<file path="config.mk">
export PLATFORM = sky130hd
export DESIGN_NAME = thumb_fetch
export DESIGN_NICKNAME = d
export VERILOG_FILES = /design/src/rtl/thumb_pkg.sv /design/src/rtl/hw_fifo.sv /design/src/rtl/thumb_fetch.sv
export SDC_FILE = /design/constraint.sdc
export NUM_CORES = 1
export LEC_CHECK = 0
export ABC_AREA = 1
export CORE_AREA = 4 4 148 150
export DETAILED_ROUTE_END_ITERATION = 8
export DIE_AREA = 0 0 152 154
export PLACE_DENSITY = 0.94
export REMOVE_ABC_BUFFERS = 1
export SLEW_MARGIN = 15
export SYNTH_ARGS = -nofsm -noshare
export SYNTH_HDL_FRONTEND = slang
export SYNTH_SLANG_ARGS = --single-unit
</file>
<file path="constraint.sdc">
create_clock -name clk -period 14.2 [get_ports clk]
set_input_delay 2.84 -clock clk [delete_from_list [all_inputs] [get_ports clk]]
set_output_delay 2.84 -clock clk [all_outputs]
set_load 0.02 [all_outputs]
</file>
<file path="src/rtl/thumb_pkg.sv">
// Shared types and constants for the Thumb instruction fetch path.
package thumb_pkg;

    localparam int HALF_W = 16;
    localparam int WORD_W = 32;

    typedef enum logic [1:0] {
        FETCH_IDLE,
        FETCH_WAIT,
        FETCH_DISCARD
    } fetch_state_e;

    // One buffered Thumb halfword together with its byte address.
    typedef struct packed {
        logic [WORD_W-1:0] pc;
        logic [HALF_W-1:0] inst;
    } hw_entry_t;

endpackage

</file>
<file path="src/rtl/hw_fifo.sv">
// Halfword FIFO: up to two pushes (low then high half) and one pop per cycle.
module hw_fifo
    import thumb_pkg::*;
#(
    parameter int DEPTH = 4
) (
    input  logic                    clk,
    input  logic                    rst,
    input  logic                    clear_i,
    input  logic                    push_lo_i,
    input  hw_entry_t               lo_i,
    input  logic                    push_hi_i,
    input  hw_entry_t               hi_i,
    input  logic                    pop_i,
    output hw_entry_t               head_o,
    output logic                    empty_o,
    output logic [$clog2(DEPTH):0]  count_o
);

    localparam int AW = $clog2(DEPTH);
    localparam int CW = AW + 1;

    hw_entry_t     mem_q [DEPTH];
    logic [AW-1:0] wr_ptr_q, wr_ptr_d;
    logic [AW-1:0] rd_ptr_q, rd_ptr_d;
    logic [AW-1:0] hi_ptr;
    logic [CW-1:0] count_q, count_d;

    // Next pointers and occupancy; the high half lands after the low half when both push.
    always_comb begin
        // NOTE: combinational logic uses blocking '='; only clocked state uses '<='.
        hi_ptr   = wr_ptr_q + AW'(push_lo_i);
        wr_ptr_d = hi_ptr + AW'(push_hi_i);
        rd_ptr_d = rd_ptr_q + AW'(pop_i);
        count_d  = count_q + CW'(push_lo_i) + CW'(push_hi_i) - CW'(pop_i);
    end

    // Entry storage.
    // NOTE: the data array is not reset; occupancy is tracked by the pointers, so stale entries are never visible.
    always_ff @(posedge clk) begin
        if (push_lo_i) mem_q[wr_ptr_q] <= lo_i;
        if (push_hi_i) mem_q[hi_ptr]   <= hi_i;
    end

    // Pointer and count registers; a clear empties the FIFO regardless of push/pop.
    always_ff @(posedge clk) begin
        if (rst || clear_i) begin
            wr_ptr_q <= '0;
            rd_ptr_q <= '0;
            count_q  <= '0;
        end else begin
            wr_ptr_q <= wr_ptr_d;
            rd_ptr_q <= rd_ptr_d;
            count_q  <= count_d;
        end
    end

    assign head_o  = mem_q[rd_ptr_q];
    assign empty_o = (count_q == '0);
    assign count_o = count_q;

endmodule

</file>
<file path="src/rtl/thumb_fetch.sv">
// Thumb fetch unit: word reads from instruction memory, split into halfwords,
// buffered and handed to the decoder over valid/ready, with flush redirect.
module thumb_fetch
    import thumb_pkg::*;
#(
    parameter logic [31:0] RESET_PC = 32'h0000_0000,
    parameter int          DEPTH    = 4
) (
    input  logic        clk,
    input  logic        rst,
    output logic        mem_req,
    output logic [31:0] mem_addr,
    input  logic        mem_ack,
    input  logic [31:0] mem_rdata,
    output logic        inst_valid,
    output logic [15:0] inst,
    output logic [31:0] inst_pc,
    input  logic        inst_ready,
    input  logic        flush,
    input  logic [31:0] flush_pc
);

    localparam int          CW          = $clog2(DEPTH) + 1;
    // A request may issue only when both halves of the returning word already fit.
    localparam logic [CW-1:0] ISSUE_MAX = CW'(DEPTH - 2);
    localparam logic [31:0] RESET_WORD  = {RESET_PC[31:2], 2'b00};

    fetch_state_e  state_q, state_d;
    logic [31:0]   fetch_pc_q, fetch_pc_d;
    logic [31:0]   req_addr_q, req_addr_d;
    logic          skip_lo_q, skip_lo_d;

    logic          push_lo, push_hi, pop;
    hw_entry_t     lo_entry, hi_entry, head;
    logic          fifo_empty;
    logic [CW-1:0] fifo_count;

    // Next-state, memory request and FIFO push control.
    always_comb begin
        // NOTE: every output of this block gets a default first so no latch is inferred.
        state_d    = state_q;
        fetch_pc_d = fetch_pc_q;
        req_addr_d = req_addr_q;
        skip_lo_d  = skip_lo_q;
        mem_req    = 1'b0;
        mem_addr   = fetch_pc_q;
        push_lo    = 1'b0;
        push_hi    = 1'b0;

        case (state_q)
            FETCH_IDLE: begin
                if (!flush && (fifo_count <= ISSUE_MAX)) begin
                    mem_req    = 1'b1;
                    req_addr_d = fetch_pc_q;
                    state_d    = FETCH_WAIT;
                end
            end
            FETCH_WAIT: begin
                mem_req  = 1'b1;
                mem_addr = req_addr_q;
                if (flush) begin
                    // An unacked request cannot be withdrawn; its data must be swallowed.
                    state_d = mem_ack ? FETCH_IDLE : FETCH_DISCARD;
                end else if (mem_ack) begin
                    push_lo    = !skip_lo_q;
                    push_hi    = 1'b1;
                    fetch_pc_d = fetch_pc_q + 32'd4;
                    skip_lo_d  = 1'b0;
                    state_d    = FETCH_IDLE;
                end
            end
            FETCH_DISCARD: begin
                mem_req  = 1'b1;
                mem_addr = req_addr_q;
                if (mem_ack) state_d = FETCH_IDLE;
            end
            default: state_d = FETCH_IDLE;
        endcase

        if (flush) begin
            fetch_pc_d = flush_pc & 32'hFFFF_FFFC;
            skip_lo_d  = flush_pc[1];
        end

        // The memory is reset together with this unit, so no request is shown during reset.
        if (rst) mem_req = 1'b0;
    end

    // State, PC and request-address registers.
    always_ff @(posedge clk) begin
        if (rst) begin
            state_q    <= FETCH_IDLE;
            fetch_pc_q <= RESET_WORD;
            req_addr_q <= RESET_WORD;
            skip_lo_q  <= RESET_PC[1];
        end else begin
            state_q    <= state_d;
            fetch_pc_q <= fetch_pc_d;
            req_addr_q <= req_addr_d;
            skip_lo_q  <= skip_lo_d;
        end
    end

    assign lo_entry = '{pc: req_addr_q,          inst: mem_rdata[15:0]};
    assign hi_entry = '{pc: req_addr_q + 32'd2,  inst: mem_rdata[31:16]};
    assign pop      = inst_valid && inst_ready && !flush;

    hw_fifo #(
        .DEPTH(DEPTH)
    ) u_fifo (
        .clk       (clk),
        .rst       (rst),
        .clear_i   (flush),
        .push_lo_i (push_lo),
        .lo_i      (lo_entry),
        .push_hi_i (push_hi),
        .hi_i      (hi_entry),
        .pop_i     (pop),
        .head_o    (head),
        .empty_o   (fifo_empty),
        .count_o   (fifo_count)
    );

    // Empty FIFO presents the reset values so the decoder never sees stale storage.
    assign inst_valid = !fifo_empty;
    assign inst       = fifo_empty ? 16'h0000 : head.inst;
    assign inst_pc    = fifo_empty ? RESET_PC : head.pc;

endmodule

</file>
* After elaboration in Yosys (flattened, before gate mapping)
Memory sizes are Yosys's and may differ from the RTL's. A register that Yosys moved wholly into a read port is not among the register bits. Cells that the tools add are included.
Word-level totals: flip-flop bits (word level) 74, memory bits (writable) 192, bits of input ports 69, output and inout port bits 82, memories kept 1
Operators by class: add/sub/neg operators 8, $lt $le $gt $ge 1, equality and inequality tests 3, mux-type cells 28, reduce and logical (&&, ||, !) cells 16
Memory list:
- u_fifo.mem_q | words 4, width 48, rd ports 1, clocked after Yosys merged registers in 1, wr ports 2, RTL line hw_fifo.sv:23 | hw_entry_t mem_q [DEPTH];
Operators with widths (number):
- two-way mux 32 bit | 5
- adder 32 x 2 -> 32 bit (second input constant) | 1
- adder 32 x 3 -> 32 bit (second input constant) | 1
- two-way mux 16 bit | 1
- two-way mux 1 bit | 15
- two-way mux 2 bit | 5
- adder 2 x 1 -> 2 bit | 3
- adder 3 x 1 -> 3 bit | 2
- one-hot mux 2 bit (3 select lines) | 1
- AND reduction 2 bit | 3
- nonzero test 2 bit | 2
- OR reduction 2 bit | 2
- less-or-equal comparator 3 x 2 -> 1 bit (second input constant) | 1
- logical AND 1 bit | 3
- zero test 1 bit | 3
- zero test 3 bit | 1
- subtractor 3 x 1 -> 3 bit | 1
- == test 2 x 1 -> 1 bit (second input constant) | 1
- == test 2 bit (second input constant) | 1
- zero test 2 bit | 1
- != test 2 bit (second input constant) | 1
- one-hot mux 1 bit (2 select lines) | 1
- logical OR 1 bit | 1

* Logic depth before layout (Yosys ltp)
depth after elaboration 7, gate-level depth with buffers 13, depth with buffers taken out 12

* By module
A second synthesis with hierarchy kept.
Second synthesis, totals: cell total of the unflattened synthesis 1952, area, all modules 14719.1 µm²
By module, submodules not included:
- hw_fifo | instances 1, cells an instance 1260, area an instance 10662.7 µm², sequential area each 5905.7 µm²
- thumb_fetch | instances 1, cells an instance 692, area an instance 4056.4 µm², sequential area each 1261.2 µm²

* Worst setup path before layout
Ideal clock, no wire load.
path type input port to flip-flop, start point input flush, end point memory u_fifo.mem_q[0][0] (netlist bit), enable pin, library setup time 0.522 ns, arrival 7.058 ns, required time 13.678 ns, slack 6.620 ns, stages 6, cell sequence buf_4 nor2_8 inv_6 nor2_1 inv_1 o31ai_1
RTL lines:
- start, declared | RTL line thumb_fetch.sv:19 | input logic flush,
- end, declared | RTL line hw_fifo.sv:23

* Worst setup path in the final report
start point input flush, end point output mem_req
Between the ends: cells in the longest elaborated chain, start to end 5
Ends and longest elaborated chain:
- zero test 1 bit | RTL line thumb_fetch.sv:52 | if (!flush && (fifo_count <= ISSUE_MAX)) begin
- logical AND 1 bit | RTL line thumb_fetch.sv:52
- two-way mux 1 bit | RTL line thumb_fetch.sv:52
- one-hot mux 1 bit (2 select lines) | RTL line thumb_fetch.sv:50 | case (state_q)
- two-way mux 1 bit | RTL line thumb_fetch.sv:86 | if (rst) mem_req = 1'b0;
- end, declared | RTL line thumb_fetch.sv:11 | output logic mem_req,
No other way between the ends.

==> results.ini <==
[run_status]
status=finished clean

[timing]
min_period_ps=8450
rsz0062_at_grt=false
max_freq_mhz=118
slew_violations=0
fin_setup_tns_ps=0
finalSetupViolations=0
post-route-period-util_pct=59.5
tightest_slew_ps=1070
hold_violations=0
relSlewSlack_pct=28.4
finClkSkew_ps=19.2

[min_path]
min_path_cells=2
holdCritStartpoint=skip_lo_q
holdCritPathClass=reg -> reg
min_to=skip_lo_q

[clock_tree]
cts_sinks=258
htreeDepth=1
cts_buffer_depth=3
hold_buffers=0
clkTransAtPathRegs_ps=60
cts_resized=0
numCtsBuffers=25
cts_tree=done
cts_root_buf=clkbuf_16
post_cts_buffers=0
clock_latency_ps=530

[run]
drv_cap=0

[floorplan]
initial_core_util_pct=58.9
core_area_mm2=0.0207
io_pins=151
die_w_um=152
die_y_um=154
die_area_mm2=0.0234
placementRows=53

[critical_path]
path_cells=clkdlybuf4s50_1 -> buf_4 -> inv_2 -> nand3_4 -> a211oi_1 -> clkdlybuf4s50_1
r2r-start=state_q[1]
crit_path_frequent_cell=clkdlybuf4s50_1
critical_path_buf_inv_count=4
worst-r2r-cell-count=11
endpoint_kind=output port
slowest_delay_ps=660
worstPathRequired_ps=11360
critPathLaunchType=primary input
crit_slowest_cell=clkdlybuf4s50_1
timing.rr.end=u_fifo.mem_q[0][15]
path_delay_family=buffers and inverters
rrSetupSlack_ps=10690
startpoint=flush
path_class=in -> out
path_max_fanout=61
critPathArrivalTime_ps=5610

[global_routing]
grt_usage_pct=26.4
grt.overflow.total=0
grt_pass1_wl_mm=50.6
antenna_found_initial=0
grt_pass1_vias=9905
grt_max_degree=96

[synthesis]
yosys.cell_types.count=39
ys_warn_count=0
synthMuxAreaShare_pct=0
netlist_area_mm2=0.0122
synth-compound-area-share_pct=15.5
synth_area_per_cell_um2=8.95
ys_ff_latch=258
synthTopCellsByArea=edfxtp_1, dfxtp_1, o21ai_0
synthSimpleGateAreaFrac_pct=17.3
synth_fa_ha_area_share_pct=1.36
synth.top_cell.area_share_pct=46.4
yosys.area.top_type=edfxtp_1
seq_area_frac_synth_pct=57.9
synth_top_family_by_area=simple AND/OR/NAND/NOR gates
synthCells=1360
yosys.area_share.xor_xnor_pct=0.647

[pwr]
ir_drop_mv=0.105
power_density_mw_per_mm2=121
leakage_nw=5.40

[cells_and_area]
final_cell_mix=o21ai_0, nor2_1, nand2_1
antenna_cells=0
drive_gt1_share_pct=6.11
fillers=1458
final_common_cell=o21ai_0
final_util_pct=70.6
layout.nets=1553
syn_to_final_growth_pct=20.0

[placement]
gp_congestion=0.939
numPortBuffers=146
dp.final_hpwl_mm=20.0

[detailed_routing]
post_drt_wl_per_cell_um=18.2
antenna_left=0
via_per_inst=5.72
drt_iter0_drc=1052
routed_wl_mm=32.1
vias=10099
drt-pass1-iter-count=5
drc=0

-- worst max path at each step --
| stage | endpoint | slack, ps | depth (start not counted) |
|---|---|---|---|
| after floorplan | u_fifo.mem_q[0][0] | 6670 | 6 |
| after global placement | mem_req | 5380 | 6 |
| after detailed placement | mem_req | 5400 | 6 |
| after CTS | mem_req | 5320 | 6 |
| after global routing | mem_req | 5610 | 6 |
| final | mem_req | 5750 | 6 |
-- registers in the layout, indices dropped and copies added (netlist names) --
register / cells
u_fifo.rd_ptr_q: 2
u_fifo.wr_ptr_q: 2
u_fifo.mem_q: 188
u_fifo.count_o: 3
req_addr_q: 30
state_q: 2
fetch_pc_q: 30
skip_lo_q: 1
-- layer usage --
| metal | wire length [um] | vias to the layer above | share of wire, % | global-route usage [%] |
|---|---|---|---|---|
| li1 | - | 4775 | - | - |
| met1 | 12300 | 4682 | 38 | 33.8 |
| met2 | 15900 | 566 | 49 | 45.7 |
| met3 | 2950 | 76 | 9.2 | 4.22 |
| met4 | 954 | 0 | 3.0 | 9.85 |
| met5 | 0 | - | 0 | 0 |
-- worst reg2reg max path: stages (launching register included) --
cell	delay [ps]
dfxtp_1	340
inv_1	100
ha_1	250
nand2_4	120
nor2_8	330
inv_6	130
nor2_1	260
ha_1	230
xnor2_1	240
nand2_2	520
o31ai_4	190
buf_4	440
-- cells in the mapped netlist (all sizes together) --
cell,instances
o31ai,5
o21bai,1
xor2,7
nor3,5
fa,2
o21ai,244
a211oi,1
a31oi,10
or2,1
clkbuf,42
nand2,218
o211ai,2
edfxtp,188
ha,10
a22oi,2
dfxtp,70
xnor2,2
inv,126
buf,37
nand3,36
a21oi,102
nor2,244
nand4,4
conb,1
-- final cells by class --
| type | instances | area [um2] | share of cell area, % |
|---|---|---|---|
| clock buffers | 34 | 701 | 4.80 |
| clock inverters | 11 | 135 | 0.925 |
| inverters | 126 | 478 | 3.27 |
| multi-input cells | 899 | 4320 | 29.6 |
| flip-flops and latches | 258 | 7050 | 48.3 |
| well taps | 275 | 344 | 2.36 |
| repair buffers | 162 | 1580 | 10.8 |
-- stage by stage --
stage | area [um2] | setup WS, ps | std cells | total power [mW] | hold WS (ps)
floorplan | 11800 | 6670 | 1283 | 0.989 | 435
global route | 14600 | 5610 | 1765 | 1.82 | 506
global placement | 13800 | 5380 | 1720 | 1.08 | 454
CTS | 14600 | 5320 | 1765 | 1.76 | 466
finish | 14600 | 5750 | 1765 | 1.76 | 476
detailed placement | 13800 | 5400 | 1720 | 1.09 | 457
-- report_power, final --
part	total, mW	internal (mW)	switching (mW)
combinational	0.214	0.0808	0.134
sequential	0.871	0.844	0.0270
clock	0.676	0.400	0.277
total	1.76	1.32	0.437
-- cells by family (layout without fill, tap and decap cells) --
group                      after synthesis  count (layout)
adders and majority gates               12              12
and+or+nand+nor                        508             508
xor gates and xnor gates                 9               9
AOI/OAI and AO/OA                      367             367
DFF                                    258             258
buffers and inverters                  205             333
other                                    1               3
Power figures use the tool's default switching activity.
